## config.mk

```make
export PLATFORM = sky130hd
export DESIGN_NAME = multdiv_issue_flat
export DESIGN_NICKNAME = d
export VERILOG_FILES = /design/src/rtl/multdiv_issue_if.sv /design/src/rtl/multdiv_issue.sv /design/src/flat_wrapper.sv
export SDC_FILE = /design/constraint.sdc
export NUM_CORES = 1
export LEC_CHECK = 0
export BUFFER_PORTS_ARGS = -buffer_cell sky130_fd_sc_hd__buf_2
export CELL_PAD_IN_SITES_DETAIL_PLACEMENT = 0
export CELL_PAD_IN_SITES_GLOBAL_PLACEMENT = 1
export CORE_MARGIN = 5
export CORE_UTILIZATION = 30
export CTS_CLUSTER_DIAMETER = 200
export DETAILED_ROUTE_END_ITERATION = 7
export PLACE_DENSITY_LB_ADDON = 0.1
export SETUP_SLACK_MARGIN = 0.05
export SKIP_LAST_GASP = 1
export SYNTH_ARGS = -nofsm -noshare
export SYNTH_HDL_FRONTEND = slang
export SYNTH_SLANG_ARGS = --single-unit
```

## constraint.sdc

```tcl
create_clock -name clock -period 2.6 [get_ports clock]
set_clock_uncertainty 0.2 [all_clocks]
set_input_delay 0.13 -clock clock [delete_from_list [all_inputs] [get_ports clock]]
set_output_delay 0.13 -clock clock [all_outputs]
set_load 0.01 [all_outputs]
```

## src/rtl/multdiv_issue_if.sv

```systemverilog
// Issue-side, multiplier/divider-side and writeback-side signals of the mult/div issue block.
// slave = the issue block, master = the pipeline / md unit / writeback environment.
interface multdiv_issue_if;
    logic        req_valid;
    logic        req_op;
    logic [31:0] req_a;
    logic [31:0] req_b;
    logic [4:0]  req_rd;
    logic        req_ready;
    logic        flush;
    logic [31:0] md_operandA;
    logic [31:0] md_operandB;
    logic        md_ctrl_MULT;
    logic        md_ctrl_DIV;
    logic [31:0] md_result;
    logic        md_exception;
    logic        md_resultRDY;
    logic        wb_valid;
    logic [31:0] wb_data;
    logic [4:0]  wb_rd;
    logic        wb_exception;
    logic        wb_timeout;
    logic        wb_ready;
    logic        stall;
    logic [15:0] op_count;

    modport slave (
        input  req_valid, req_op, req_a, req_b, req_rd, flush,
               md_result, md_exception, md_resultRDY, wb_ready,
        output req_ready, md_operandA, md_operandB, md_ctrl_MULT, md_ctrl_DIV,
               wb_valid, wb_data, wb_rd, wb_exception, wb_timeout, stall, op_count
    );

    modport master (
        output req_valid, req_op, req_a, req_b, req_rd, flush,
               md_result, md_exception, md_resultRDY, wb_ready,
        input  req_ready, md_operandA, md_operandB, md_ctrl_MULT, md_ctrl_DIV,
               wb_valid, wb_data, wb_rd, wb_exception, wb_timeout, stall, op_count
    );
endinterface

```

## src/rtl/multdiv_issue.sv

```systemverilog
// Issues one mult/div operation at a time to an external unit, waits for its result
// (with timeout), and holds the result for writeback.
module multdiv_issue #(
    parameter int MAX_CYCLES = 40
) (
    input  logic          clock,
    input  logic          reset_n,
    multdiv_issue_if.slave bus
);
    typedef enum logic [1:0] {IDLE, START, WAIT, DONE} state_t;

    localparam logic [5:0] MAX_CNT = 6'(MAX_CYCLES);

    state_t      state, state_nx;
    logic [5:0]  cnt;
    logic        op_q;
    logic [31:0] opa_q, opb_q;
    logic [4:0]  rd_q;
    logic        rdy_int, accept, capture, timeout, retire;
    logic        mult_q, div_q, wb_valid_q, wb_exc_q, wb_to_q;
    logic [31:0] wb_data_q;
    logic [4:0]  wb_rd_q;
    logic [15:0] op_count_q;

    always_comb begin
        state_nx = state;
        rdy_int  = 1'b0;
        capture  = 1'b0;
        timeout  = 1'b0;
        retire   = 1'b0;
        case (state)
            IDLE:    rdy_int = ~bus.flush;
            DONE:    rdy_int = bus.wb_ready & ~bus.flush;
            default: rdy_int = 1'b0;
        endcase
        accept = bus.req_valid & rdy_int;
        case (state)
            IDLE: if (accept) state_nx = START;
            START: state_nx = bus.flush ? IDLE : WAIT;
            WAIT: begin
                // cnt == 0 masks a ready left over from the previous operation
                if (bus.flush) begin
                    state_nx = IDLE;
                end else if (cnt != 6'd0 && bus.md_resultRDY) begin
                    capture  = 1'b1;
                    state_nx = DONE;
                end else if (cnt == MAX_CNT) begin
                    timeout  = 1'b1;
                    state_nx = DONE;
                end
            end
            DONE: begin
                if (bus.flush) begin
                    state_nx = IDLE;
                end else if (bus.wb_ready) begin
                    retire   = 1'b1;
                    state_nx = accept ? START : IDLE;
                end
            end
            default: state_nx = IDLE;
        endcase
    end

    always_ff @(posedge clock or negedge reset_n) begin
        if (!reset_n) begin
            state      <= IDLE;
            cnt        <= '0;
            op_q       <= 1'b0;
            opa_q      <= '0;
            opb_q      <= '0;
            rd_q       <= '0;
            mult_q     <= 1'b0;
            div_q      <= 1'b0;
            wb_valid_q <= 1'b0;
            wb_data_q  <= '0;
            wb_rd_q    <= '0;
            wb_exc_q   <= 1'b0;
            wb_to_q    <= 1'b0;
            op_count_q <= '0;
        end else begin
            state      <= state_nx;
            mult_q     <= accept & ~bus.req_op;
            div_q      <= accept & bus.req_op;
            wb_valid_q <= (state_nx == DONE);
            if (accept) begin
                op_q  <= bus.req_op;
                opa_q <= bus.req_a;
                opb_q <= bus.req_b;
                rd_q  <= bus.req_rd;
            end
            if (state == START)
                cnt <= '0;
            else if (state == WAIT && cnt != 6'd63)
                cnt <= cnt + 6'd1;
            if (capture) begin
                wb_data_q <= bus.md_result;
                wb_exc_q  <= bus.md_exception;
                wb_to_q   <= 1'b0;
                wb_rd_q   <= rd_q;
            end else if (timeout) begin
                wb_data_q <= '0;
                wb_exc_q  <= 1'b1;
                wb_to_q   <= 1'b1;
                wb_rd_q   <= rd_q;
            end
            if (retire) op_count_q <= op_count_q + 16'd1;
        end
    end

    // Reset overrides the state-derived handshake so the pipeline is never held by a block in reset
    assign bus.req_ready    = ~reset_n | rdy_int;
    assign bus.stall        = reset_n & (state != IDLE) & ~retire;
    assign bus.md_operandA  = opa_q;
    assign bus.md_operandB  = opb_q;
    assign bus.md_ctrl_MULT = mult_q & ~op_q;
    assign bus.md_ctrl_DIV  = div_q & op_q;
    assign bus.wb_valid     = wb_valid_q;
    assign bus.wb_data      = wb_data_q;
    assign bus.wb_rd        = wb_rd_q;
    assign bus.wb_exception = wb_exc_q;
    assign bus.wb_timeout   = wb_to_q;
    assign bus.op_count     = op_count_q;
endmodule
```

## src/flat_wrapper.sv

```systemverilog
// flat-port wrapper written by rule: the top's interface ports become plain ports
module multdiv_issue_flat 
#(
    parameter int MAX_CYCLES = 40
)
  (clock, reset_n, bus_req_valid, bus_req_op, bus_req_a, bus_req_b, bus_req_rd, bus_flush, bus_md_result, bus_md_exception, bus_md_resultRDY, bus_wb_ready, bus_req_ready, bus_md_operandA, bus_md_operandB, bus_md_ctrl_MULT, bus_md_ctrl_DIV, bus_wb_valid, bus_wb_data, bus_wb_rd, bus_wb_exception, bus_wb_timeout, bus_stall, bus_op_count);
  multdiv_issue_if bus_i ();
  input  logic clock;
  input  logic reset_n;
  input wire logic [$bits(bus_i.req_valid)-1:0] bus_req_valid;
  input wire logic [$bits(bus_i.req_op)-1:0] bus_req_op;
  input wire logic [$bits(bus_i.req_a)-1:0] bus_req_a;
  input wire logic [$bits(bus_i.req_b)-1:0] bus_req_b;
  input wire logic [$bits(bus_i.req_rd)-1:0] bus_req_rd;
  input wire logic [$bits(bus_i.flush)-1:0] bus_flush;
  input wire logic [$bits(bus_i.md_result)-1:0] bus_md_result;
  input wire logic [$bits(bus_i.md_exception)-1:0] bus_md_exception;
  input wire logic [$bits(bus_i.md_resultRDY)-1:0] bus_md_resultRDY;
  input wire logic [$bits(bus_i.wb_ready)-1:0] bus_wb_ready;
  output wire logic [$bits(bus_i.req_ready)-1:0] bus_req_ready;
  output wire logic [$bits(bus_i.md_operandA)-1:0] bus_md_operandA;
  output wire logic [$bits(bus_i.md_operandB)-1:0] bus_md_operandB;
  output wire logic [$bits(bus_i.md_ctrl_MULT)-1:0] bus_md_ctrl_MULT;
  output wire logic [$bits(bus_i.md_ctrl_DIV)-1:0] bus_md_ctrl_DIV;
  output wire logic [$bits(bus_i.wb_valid)-1:0] bus_wb_valid;
  output wire logic [$bits(bus_i.wb_data)-1:0] bus_wb_data;
  output wire logic [$bits(bus_i.wb_rd)-1:0] bus_wb_rd;
  output wire logic [$bits(bus_i.wb_exception)-1:0] bus_wb_exception;
  output wire logic [$bits(bus_i.wb_timeout)-1:0] bus_wb_timeout;
  output wire logic [$bits(bus_i.stall)-1:0] bus_stall;
  output wire logic [$bits(bus_i.op_count)-1:0] bus_op_count;
  assign bus_i.req_valid = bus_req_valid;
  assign bus_i.req_op = bus_req_op;
  assign bus_i.req_a = bus_req_a;
  assign bus_i.req_b = bus_req_b;
  assign bus_i.req_rd = bus_req_rd;
  assign bus_i.flush = bus_flush;
  assign bus_i.md_result = bus_md_result;
  assign bus_i.md_exception = bus_md_exception;
  assign bus_i.md_resultRDY = bus_md_resultRDY;
  assign bus_i.wb_ready = bus_wb_ready;
  assign bus_req_ready = bus_i.req_ready;
  assign bus_md_operandA = bus_i.md_operandA;
  assign bus_md_operandB = bus_i.md_operandB;
  assign bus_md_ctrl_MULT = bus_i.md_ctrl_MULT;
  assign bus_md_ctrl_DIV = bus_i.md_ctrl_DIV;
  assign bus_wb_valid = bus_i.wb_valid;
  assign bus_wb_data = bus_i.wb_data;
  assign bus_wb_rd = bus_i.wb_rd;
  assign bus_wb_exception = bus_i.wb_exception;
  assign bus_wb_timeout = bus_i.wb_timeout;
  assign bus_stall = bus_i.stall;
  assign bus_op_count = bus_i.op_count;
  multdiv_issue #(.MAX_CYCLES(MAX_CYCLES)) u_core (.clock(clock), .reset_n(reset_n), .bus(bus_i));
endmodule
```

**Word-level counts from Yosys, hierarchy flattened**

Index checks and enable logic that the tools add are counted.

- Register bits: 136
- Input bits: 109
- Output and inout bits: 124
- Logic and storage cells: 72

- Add/sub/neg operators: 2
- Equality and inequality tests: 6
- Mux-type cells: 29
- Bitwise operators: 14
- Reductions and logical operators: 7

Operator list:

| cell | count |
|---|---|
| 32-bit two-way mux | 2 |
| 16-bit by 1-bit adder with 16-bit output, second input constant | 1 |
| 1-bit two-way mux | 14 |
| 2-bit two-way mux | 7 |
| 6-bit two-way mux | 2 |
| 5-bit two-way mux | 2 |
| 1-bit AND | 8 |
| 2-bit one-hot mux with 4 select lines | 1 |
| 6-bit by 1-bit adder with 6-bit output, second input constant | 1 |
| 2-bit == test, second input constant | 3 |
| 6-bit == test, second input constant | 1 |
| 6-bit != test, second input constant | 1 |
| 2-bit nonzero test | 3 |
| 6-bit nonzero test | 1 |
| 1-bit NOT | 5 |
| 2-bit by 1-bit == test with 1-bit output, second input constant | 1 |
| 1-bit logical AND | 2 |
| 2-bit zero test | 1 |
| 1-bit one-hot mux with 2 select lines | 1 |
| 1-bit OR | 1 |

**Longest topological paths before layout**

Gate-level depths: netlist of run 1.

- Depth in word-level cells: 9
- Depth in mapped cells: 7

**Worst setup path after synthesis of run 1**

No wires, ideal clock.

- Path type: reg2reg
- From: register u_core.state[0]
- To: register u_core.opa_q[20] (netlist: u_core.bus.md_operandA[20])
- Setup time: 0.125 ns
- Data arrival time: 1.909 ns
- Required time: 2.275 ns
- Slack: 0.366 ns
- Stages on the path, launching flop included: 7
- Cells stage by stage: dfrtp_1 -> inv_1 -> ha_1 -> nand2b_1 -> nor3_4 -> buf_6 -> mux2_2

- Cells in the longest elaborated chain, start to end: 3

RTL lines:

| item | line | RTL |
|---|---|---|
| start, declared | multdiv_issue.sv:14 | `state_t state, state_nx;` |
| start signal, assigned | multdiv_issue.sv:81 | `state <= state_nx;` |
| 2-bit == test or 2-bit zero test (tied branches) | multdiv_issue.sv:31 | `case (state)` |
| 1-bit one-hot mux with 2 select lines * | multdiv_issue.sv:31 |  |
| 1-bit AND * | multdiv_issue.sv:36 | `accept = bus.req_valid & rdy_int;` |
| end signal, assigned | multdiv_issue.sv:87 | `opa_q <= bus.req_a;` |
| end, declared | multdiv_issue.sv:17 | `logic [31:0] opa_q, opb_q;` |

Mark *: on every way between the ends. The rest lies on a longest branch, timed or not.
A chain may end at the register's enable or synchronous reset.

**Final worst setup path of run 1**

- From: register u_core.state[0]
- To: register u_core.opb_q[27] (netlist: u_core.bus.md_operandB[27])

- Cells in the longest elaborated chain, start to end: 3

RTL lines:

| item | line | RTL |
|---|---|---|
| 2-bit == test or 2-bit zero test (tied branches) | multdiv_issue.sv:31 |  |
| 1-bit one-hot mux with 2 select lines * | multdiv_issue.sv:31 |  |
| 1-bit AND * | multdiv_issue.sv:36 |  |
| end signal, assigned | multdiv_issue.sv:88 | `opb_q <= bus.req_b;` |
| end, declared | multdiv_issue.sv:17 |  |

Marks and branches as above.

==> impl.org, run 1 <==
** Status
- Status :: complete, no violations

** Routing
- DR WL met3 :: between 900 and 1000 um
- Length of routed wiring on met1 :: about 6800 um
- Using the TritonRoute via totals, the vias-per-cell ratio works out to between 4 and 5.
- For this run, design rule violations remaining after detail routing come to 0.
- Mean routed wirelength per cell :: 15.26 um
- For this run, the detailed router's first-pass iteration total came to 4.
- Vias post-DR :: around 4300
- Number of DRC violations after detailed-routing iteration 0 :: ~130
- Final wirelength :: roughly 15000 um
- The highest layer touched by signal routing is met4.
- Wire segments on met2 add up to 6802 um in the final route.
- Once detail routing completed, the nets flagged for antenna violations numbered 0.

** Worst hold path
- For hold timing, the worst endpoint is u_core.state[0]$_DFF_PN0_.
- Worst hold path type :: input port to flop
- Hold Path Origin :: bus_req_valid
- Along the worst hold path, the cell count comes to 5.

** Timing
- Measured slew at the worst slew-check pin :: between 0.9 and 1 ns
- Number of endpoints with negative hold slack in the final report :: 0
- The worst path uses around nine tenths of the clock period.
- Number of endpoints failing setup at the final stage :: 0
- Based on the critical path, the design can be clocked at up to about 0.43 GHz.
- Setup repair after global routing missed its margin :: no
- The max-slew violation count is 0.
- Final worst path period need :: roughly 2.4 ns
- Max-slew headroom :: a little over a third
- For the final routed database, the setup TNS stands at 0 ns.

** Global route
- Entering global routing, the biggest net connects between 70 and 80 pins.
- The via count of the first global-routing pass is between 4000 and 5000.
- First-pass GRT wire length :: 25000 um
- Aggregate global-route resource usage :: between 10% and 20%
- The initial antenna violation count came to 0.
- After global routing the overflow that remains totals 0.

** Setup path
- Worst Path Required :: 2.70 ns
- Capturing point of the worst reg2reg path :: u_core.bus.md_operandB[27]$_DFFE_PN0N_
- Arrival time worst endpoint :: 2.45 ns
- The worst setup path is captured at a flop.
- The worst register-to-register path has a setup slack of approximately 0.25 ns.
- STA classifies the critical path startpoint as a flop.
- The number of cells on the worst reg-to-reg path is 6.
- Worst r2r src :: u_core.state[0]$_DFF_PN0_
- Critical Path Fanout Max :: 44
- The setup path with the least slack is of type flop to flop.

** Logic synthesis
- Summing every instance area after synthesis gives around 5500 um^2.
- Synth Instances :: between 300 and 400
- Flop and latch count out of synthesis :: roughly 140
- Number of library cell types mapped by synthesis :: around 40
- Post-synthesis net count :: 500
- A synthesized cell averages between 10 and 15 um^2.
- The Yosys step of the flow raised 0 warnings.
- For this run, the register share of the synthesized area comes to between 60 and 70%.

** CTS
- After clock tree synthesis, the clock-pin slew on the worst setup and hold paths is about 0.06 ns.
- In this run the number of H-tree levels came out at 4.
- The tree is rooted in a sky130_fd_sc_hd__clkbuf_16.
- Later-pin clock latency in the skew report :: about 0.41 ns
- CTS-repair resized insts :: 0
- The tree built by TritonCTS fans out to roughly 140 sinks.
- Buffer levels on the longest clock path :: 2
- Clock tree from TritonCTS :: built
- After clock tree synthesis, the setup repair step added 0 buffers.
- Buffers inserted during clock tree synthesis total 17.

** Pwr
- The clock network is responsible for between 20 and 30% of the overall power.
- Combinational cell fraction of total power :: about a third
- The worst-case IR drop observed on VDD is ~0.54 mV.
- P_int :: 6.192 mW
- Dividing total power by cell area gives a power density of around 1100 nW/um^2.
- For this design the total switching power over the nets is between 2 and 3 mW.
- Net switching is 31.83% of the power.
- Registers are responsible for 38.3% of the overall power.
- In this run the static leakage power is ~4.3 nW.

** Finish
- Leaving out fill and tap cells, the most frequent cells in the layout are sky130_fd_sc_hd__buf_2, sky130_fd_sc_hd__dfrtp_1, sky130_fd_sc_hd__dlygate4sd3_1.
- The number of antenna diodes in the final layout is 0.
- Final-stage net count :: 850
- Layout Utilization :: 47.75%
- Fin area :: around 8600 um^2
- Fraction of layout cells with a size suffix above 1 :: ~41%
- Synthesis-to-layout area growth :: 56.59%
- Most common cell after layout, fill and taps aside :: sky130_fd_sc_hd__buf_2

** Floorplan
- For this configuration, the core starts out at a cell density of 30.49%.
- The die covers between 20000 and 25000 um^2.
- Vertical die dimension :: between 100 and 150 um
- The core region is roughly 18000 um^2.
- Number of primary I/O pins :: about 230
- Count of standard-cell rows :: 49
- Die extent in x :: around 150 um

** Placed design
- Routability congestion estimate from global placement :: between 0.7 and 0.8
- Post-detailed-placement cell area :: about 7000 um^2
- Detailed placement ended at an HPWL of roughly 10000 um.
- PortBufs :: between 200 and 250

** Job
- Max_cap viols :: 0
cell usage after synthesis:
library cell                 n  area, um^2
sky130_fd_sc_hd__a21oi_2     1       8.760
sky130_fd_sc_hd__nor3_1      2       10.01
sky130_fd_sc_hd__nand3b_1    2       15.01
sky130_fd_sc_hd__dfrtp_1   136        3403
sky130_fd_sc_hd__nand3_1     5       25.02
sky130_fd_sc_hd__and4b_1     1       10.01
sky130_fd_sc_hd__xnor2_1     8       70.07
sky130_fd_sc_hd__nor3_4      1       16.27
sky130_fd_sc_hd__nand2_1     9       33.78
sky130_fd_sc_hd__ha_1        8       100.1
sky130_fd_sc_hd__nor2b_1     2       12.51
sky130_fd_sc_hd__and3_1      3       18.77
sky130_fd_sc_hd__nand2b_1    2       12.51
sky130_fd_sc_hd__buf_6       9       101.4
sky130_fd_sc_hd__a22oi_1     2       15.01
sky130_fd_sc_hd__nand4b_1    1       8.760
sky130_fd_sc_hd__buf_2       6       30.03
sky130_fd_sc_hd__xor2_1     11       96.34
sky130_fd_sc_hd__o311a_1     1       10.01
sky130_fd_sc_hd__o211a_1     1       10.01
sky130_fd_sc_hd__and2_1      5       31.28
sky130_fd_sc_hd__a22o_1     32       280.3
sky130_fd_sc_hd__nor4_1      1       6.260
sky130_fd_sc_hd__a31oi_1     2       12.51
sky130_fd_sc_hd__a21boi_0    1       7.510
sky130_fd_sc_hd__and2b_1     1       7.510
sky130_fd_sc_hd__mux2_1     48       540.5
sky130_fd_sc_hd__mux2i_1     2       20.02
sky130_fd_sc_hd__and4_1      1       8.760
sky130_fd_sc_hd__a21oi_1     1       5.000
sky130_fd_sc_hd__or2_2       1       6.260
sky130_fd_sc_hd__clkbuf_1    2       7.510
sky130_fd_sc_hd__nor4_2      1       12.51
sky130_fd_sc_hd__a211oi_1    1       7.510
sky130_fd_sc_hd__o21ai_0     6       30.03
sky130_fd_sc_hd__inv_1      10       37.54
sky130_fd_sc_hd__o211ai_1    3       22.52
sky130_fd_sc_hd__nor3b_1     4       30.03
sky130_fd_sc_hd__mux2_2     28       315.3
sky130_fd_sc_hd__nand4_1     7       43.79
sky130_fd_sc_hd__nor2_1     15       56.30
power by group through the flow:
stage,combinational (mW),clock [mW],sequential (mW)
floorplan,1.25,0,3.89
finish,3.05,2.55,3.48
CTS,3.11,2.63,3.49
global route,3.36,2.72,3.61
detailed placement,2.99,0,3.49
global placement,2.93,0,3.50
worst max-delay path: stages (launching register included):
cell                       delay, ns
sky130_fd_sc_hd__dfrtp_1        0.45
sky130_fd_sc_hd__inv_1          0.12
sky130_fd_sc_hd__ha_1           0.33
sky130_fd_sc_hd__nand2b_1       0.21
sky130_fd_sc_hd__nor3_4         0.24
sky130_fd_sc_hd__buf_12         0.28
sky130_fd_sc_hd__mux2_2         0.37
logic make-up after synthesis:
| family | synth area share (%) |
|---|---|
| AOI/OAI and AO/OA | 7.444 |
| xor gates and xnor gates | 3.028 |
| adders and majority gates | 1.821 |
| buffers and inverters | 3.210 |
| DFF | 61.92 |
| muxes | 15.93 |
| and+or+nand+nor | 6.647 |
layer usage:
| layer | GRT usage (%) | up-vias |
|---|---|---|
| li1 | - | 2075 |
| met1 | 19.31 | 2037 |
| met2 | 22.02 | 165 |
| met3 | 4.858 | 18 |
| met4 | 5.177 | 0 |
| met5 | 0 | - |
area by class of cell:
cell class                      instances  area, um^2
Fill cell                            1663        9418
Sequential cell                       136        3403
Timing Repair Buffer                  348        2333
Multi-Input combinational cell        220        1919
Clock buffer                           18       429.2
Tap cell                              229       286.5
Clock inverter                         14       197.7
Inverter                               10       37.54
flip-flops by register name (all words and copies together), names as in the netlist:
signal,count
u_core.rd_q,5
u_core.op_q,1
u_core.bus.md_operandB,32
u_core.bus.wb_timeout,1
u_core.bus.wb_exception,1
u_core.mult_q,1
u_core.state,2
u_core.bus.wb_valid,1
u_core.cnt,6
u_core.bus.wb_rd,5
u_core.bus.md_operandA,32
u_core.div_q,1
u_core.bus.wb_data,32
u_core.bus.op_count,16
worst max-delay path by stage:
stage / cells after the start / slack (ns) / endpoint / start
after floorplan: 6 / 0.37 / u_core.bus.md_operandA[20]$_DFFE_PN0N_ / u_core.state[0]$_DFF_PN0_
after detailed placement: 6 / 0.27 / u_core.bus.md_operandB[27]$_DFFE_PN0N_ / u_core.state[0]$_DFF_PN0_
after global placement: 6 / 0.32 / u_core.bus.md_operandB[27]$_DFFE_PN0N_ / u_core.state[0]$_DFF_PN0_
final: 6 / 0.25 / u_core.bus.md_operandB[27]$_DFFE_PN0N_ / u_core.state[0]$_DFF_PN0_
after global routing: 6 / 0.09 / u_core.bus.md_operandB[5]$_DFFE_PN0N_ / u_core.state[0]$_DFF_PN0_
after CTS: 6 / 0.25 / u_core.bus.md_operandB[27]$_DFFE_PN0N_ / u_core.state[0]$_DFF_PN0_
repair_timing:
| action | CTS | global route |
|---|---|---|
| hold buffers | 108 | 0 |
| hold endpoints to repair | 245 | 0 |
| setup endpoints to repair | 0 | 0 |
per-stage QoR:
step	setup slack (ns)	hold WS, ns	power [mW]	std cells
floorplan	0.3662	-0.3656	5.141	383
global placement	0.3235	0.1420	6.427	835
detailed placement	0.2702	0.1503	6.482	835
CTS	0.2453	0.01676	9.228	975
global route	0.09453	0.04869	9.699	975
finish	0.2479	0.04771	9.084	975
(Power assumes the default switching activity.)
==> inputs of run 2 (changes only) <==
==> constraint.sdc (replaced) <==
create_clock -name clock -period 2.11 [get_ports clock]
set_clock_uncertainty 0.2 [all_clocks]
set_input_delay 0.1055 -clock clock [delete_from_list [all_inputs] [get_ports clock]]
set_output_delay 0.1055 -clock clock [all_outputs]
set_load 0.01 [all_outputs]
==> run 2 against run 1 <==
  * The flow now finishes with violations (setup timing)
  * Register-to-register slack worse by 0.27 ns
  * Via count is 5.6% higher
  * Sequential power is 25% higher
  * Clock-buffer cell count is 3 higher
  * Power is 33% higher
  * First-iteration DRC count is 14% lower
  * Sequential share of layout area is 3.2 points lower
  * Utilization is 4.3 points higher
  * Combinational power is 62% higher
  * Die area stayed put
  * Critical endpoint is now u_core.bus.md_operandA[26]$_DFFE_PN0N_
  * Largest cell class unchanged
  * Largest power group is now combinational logic
  * Highest routed layer unchanged
==> impl.org, run 2 (synthesis gave the netlist of run 1 again) <==
** Floorplan
- Starting utilization of the core area :: 30.49% (unchanged)
- The row count was 49 (unchanged).
- The die area came to 21130 um^2 (unchanged).
- Die extent in x :: 145.4 um (unchanged)
- The core area is 18020 um^2 (unchanged).
- Vertical die dimension :: 145.4 um (unchanged)
- Number of primary I/O pins :: 233 (unchanged)

** Routing
- Mean routed wirelength per cell :: 16.44 um (+7.8%)
- The remaining number of nets flagged by the antenna check after routing was 0 (unchanged).
- The number of detailed-routing iterations run before antenna repair is 4 (unchanged).
- Vias per inst :: 4.480 (+1.7%)
- The residual DRC count was 0 (unchanged).
- Final wirelength :: 16640 um (+12%)
- The number of vias after detailed routing is 4534 (+5.6%).
- The detailed router's first-iteration violation count is 108 (-14%).

** CTS
- Clock Pin Slew Worst Setup and Hold Paths :: 0.06 ns (about the same)
- Cell at the root of the clock tree :: sky130_fd_sc_hd__clkbuf_16
- H-Tree Depth :: 4 (unchanged)
- The number of sinks on the clock net was 136 (unchanged).
- Buffer levels on the longest clock path :: 2 (unchanged)
- TritonCTS built the clock tree.
- The insertion delay to the later sink of the worst-skew pair was 0.41 ns (about the same).
- The TritonCTS buffer count is 17 (unchanged).

** Pwr
- The cell area power density was 1289 nW/um^2 (+22%).
- The power consumption is 12.09 mW (+33%).
- The static leakage power came to 4.676 nW (+9.4%).
- The largest vdd supply drop is 0.6115 mV (+13%).

** Timing
- Tcrit/Tclk final :: 100.8% (+10 points)
- Final worst path period need :: 2.128 ns (-0.2242 ns)
- Setup slack after layout :: -0.01786 ns (-0.2658 ns)
- The final number of setup-violating endpoints was 17 (+17).
- Max-slew violation count :: 0 (unchanged)
- The measured slew at the worst slew-check pin is 0.4890 ns (-0.4722 ns).
- Sum Neg Setup Slack :: -0.1385 ns (-0.1385 ns)
- Number of endpoints with negative hold slack in the final report :: 0 (unchanged)
- Setup repair after global routing could not meet its margin everywhere.
- The maximum achievable frequency came to 0.4700 GHz (+11%).
- Max-slew headroom :: 67.40% (+31 points)

** Setup path
- The worst reg-to-reg setup slack is -0.02 ns (-0.27 ns).
- The critical path starts at u_core.state[1]$_DFF_PN0_.
- The worst setup path is launched from a flop.
- The number of buffers and inverters on the critical path is 4 (+2).
- Among the stages of the critical path, the cell type that occurs most often is sky130_fd_sc_hd__buf_12.
- Kind of cell adding the most delay to the critical path :: buffers and inverters
- Kind of capture point of the worst setup path :: flop
- The highest cell delay on the worst timing path came to 0.45 ns (about the same).
- Arrival time worst endpoint :: 2.22 ns (-0.23 ns)
- The setup path with the least slack is of type flop to flop.
- Master of the slowest instance on the critical path :: sky130_fd_sc_hd__dfrtp_2
- The signal on the critical path passes through inv_2 -> ha_4 -> nand2b_4 -> nor3_4 -> buf_12 -> buf_12 -> clkbuf_16 -> mux2_4.
- Critical Path Fanout Max :: 7 (-84%)
- Worst Path Required :: 2.20 ns (-0.50 ns)
- In this run the critical register-to-register path is launched from u_core.state[1]$_DFF_PN0_.

** Global route
- The initial antenna violation count is 0 (unchanged).
- Maximum number of pins on one net before global-route repair :: 74 (-3.9%)
- First-pass GRT wire length :: 26070 um (+4.3%)
- The total global routing track utilization was 15.15% (+0.68 points).
- Via count of the first global-routing pass :: 4834 (+4.2%)
- Global-route congestion overflow total :: 0 (unchanged)

** Finish
- Fraction of layout cells with a size suffix above 1 :: 49.94% (+9.2 points)
- Fin area :: 9379 um^2 (+9.0%)
- Top library cells by usage in the layout, fill and taps aside :: sky130_fd_sc_hd__buf_2, sky130_fd_sc_hd__dfrtp_1, sky130_fd_sc_hd__dlygate4sd3_1
- Synthesis-to-layout area growth :: 70.64%
- Most common cell after layout, fill and taps aside :: sky130_fd_sc_hd__buf_2
- Final-stage net count :: 887 (+4.4%)
- ANT cells :: 0 (unchanged)
- Layout Utilization :: 52.03% (+4.3 points)

** Status
- The flow ran to the end, but the final reports show violations.
- The checks that failed: setup timing.

** Placed design
- PortBufs :: 232 (unchanged)
- The cell area after placement is 7269 um^2 (+5.4%).
- Routability congestion estimate from global placement :: 0.7373 (+0.64%)
- The post-DP HPWL is 11100 um (+8.0%).

** Job
- Max_cap viols :: 0 (unchanged)

** Worst hold path
- Worst hold path type :: input port to asynchronous set/reset pin
-- run 2: where the power goes --
group / switching, mW / leakage (nW) / internal, mW
sequential: 0.614 / 1.70 / 3.73
combinational: 2.10 / 2.71 / 2.83
clock: 1.13 / 0.258 / 1.68
-- run 2: final timing paths --
| path | end | depth (start not counted) |
|---|---|---|
| max | u_core.bus.md_operandA[26]$_DFFE_PN0N_ | 8 |
| min | u_core.bus.md_operandA[16]$_DFFE_PN0N_ | 3 |
| max reg2reg | u_core.bus.md_operandA[26]$_DFFE_PN0N_ | 8 |
| min reg2reg | u_core.bus.op_count[15]$_DFFE_PN0N_ | 1 |
| max in group asynchronous | u_core.bus.wb_timeout$_DFFE_PN0P_ | 3 |
| min in group clock | u_core.rd_q[3]$_DFFE_PN0N_ | 3 |
-- run 2: area by class of cell --
type / count / area [um^2]
Fill cell: 1579 / 8646
Sequential cell: 136 / 3405
Timing Repair Buffer: 385 / 2850
Multi-Input combinational cell: 220 / 2241
Clock buffer: 21 / 460.4
Tap cell: 229 / 286.5
Clock inverter: 11 / 98.84
Inverter: 10 / 37.54
-- run 2: metrics by stage --
| step | instances | hold WS (ns) | setup WS, ns |
|---|---|---|---|
| floorplan | 383 | -0.3901 | -0.05137 |
| global placement | 855 | -0.2016 | 0.003036 |
| detailed placement | 855 | -0.1995 | -0.04850 |
| CTS | 999 | 0.02621 | 0.008423 |
| global route | 1012 | 0.04029 | -0.05525 |
| finish | 1012 | 0.03501 | -0.01786 |
-- run 2: routing by layer --
metal  share of wire, %  up-vias  global-route usage (%)
li1                   -     2148                       -
met1                 43     2196                   18.81
met2                 49      161                   24.24
met3                5.7       29                   5.512
met4                2.4        0                   5.690
met5                  0        -                       0
-- run 2: worst min-delay path, delay by kind of cell --
kind,cells,cell delay (ns)
buffers and inverters,3,0.88
-- run 2: what timing repair did --
| action | in CTS | in global routing |
|---|---|---|
| setup endpoints to repair | 108 | 115 |
| endpoints found under the hold margin | 244 | 0 |
| hold buffers | 109 | 0 |
| buffers inserted | 3 | 8 |
| cloned | 0 | 5 |
| resized for setup | 3 | 49 |
| pin swaps | 2 | 0 |
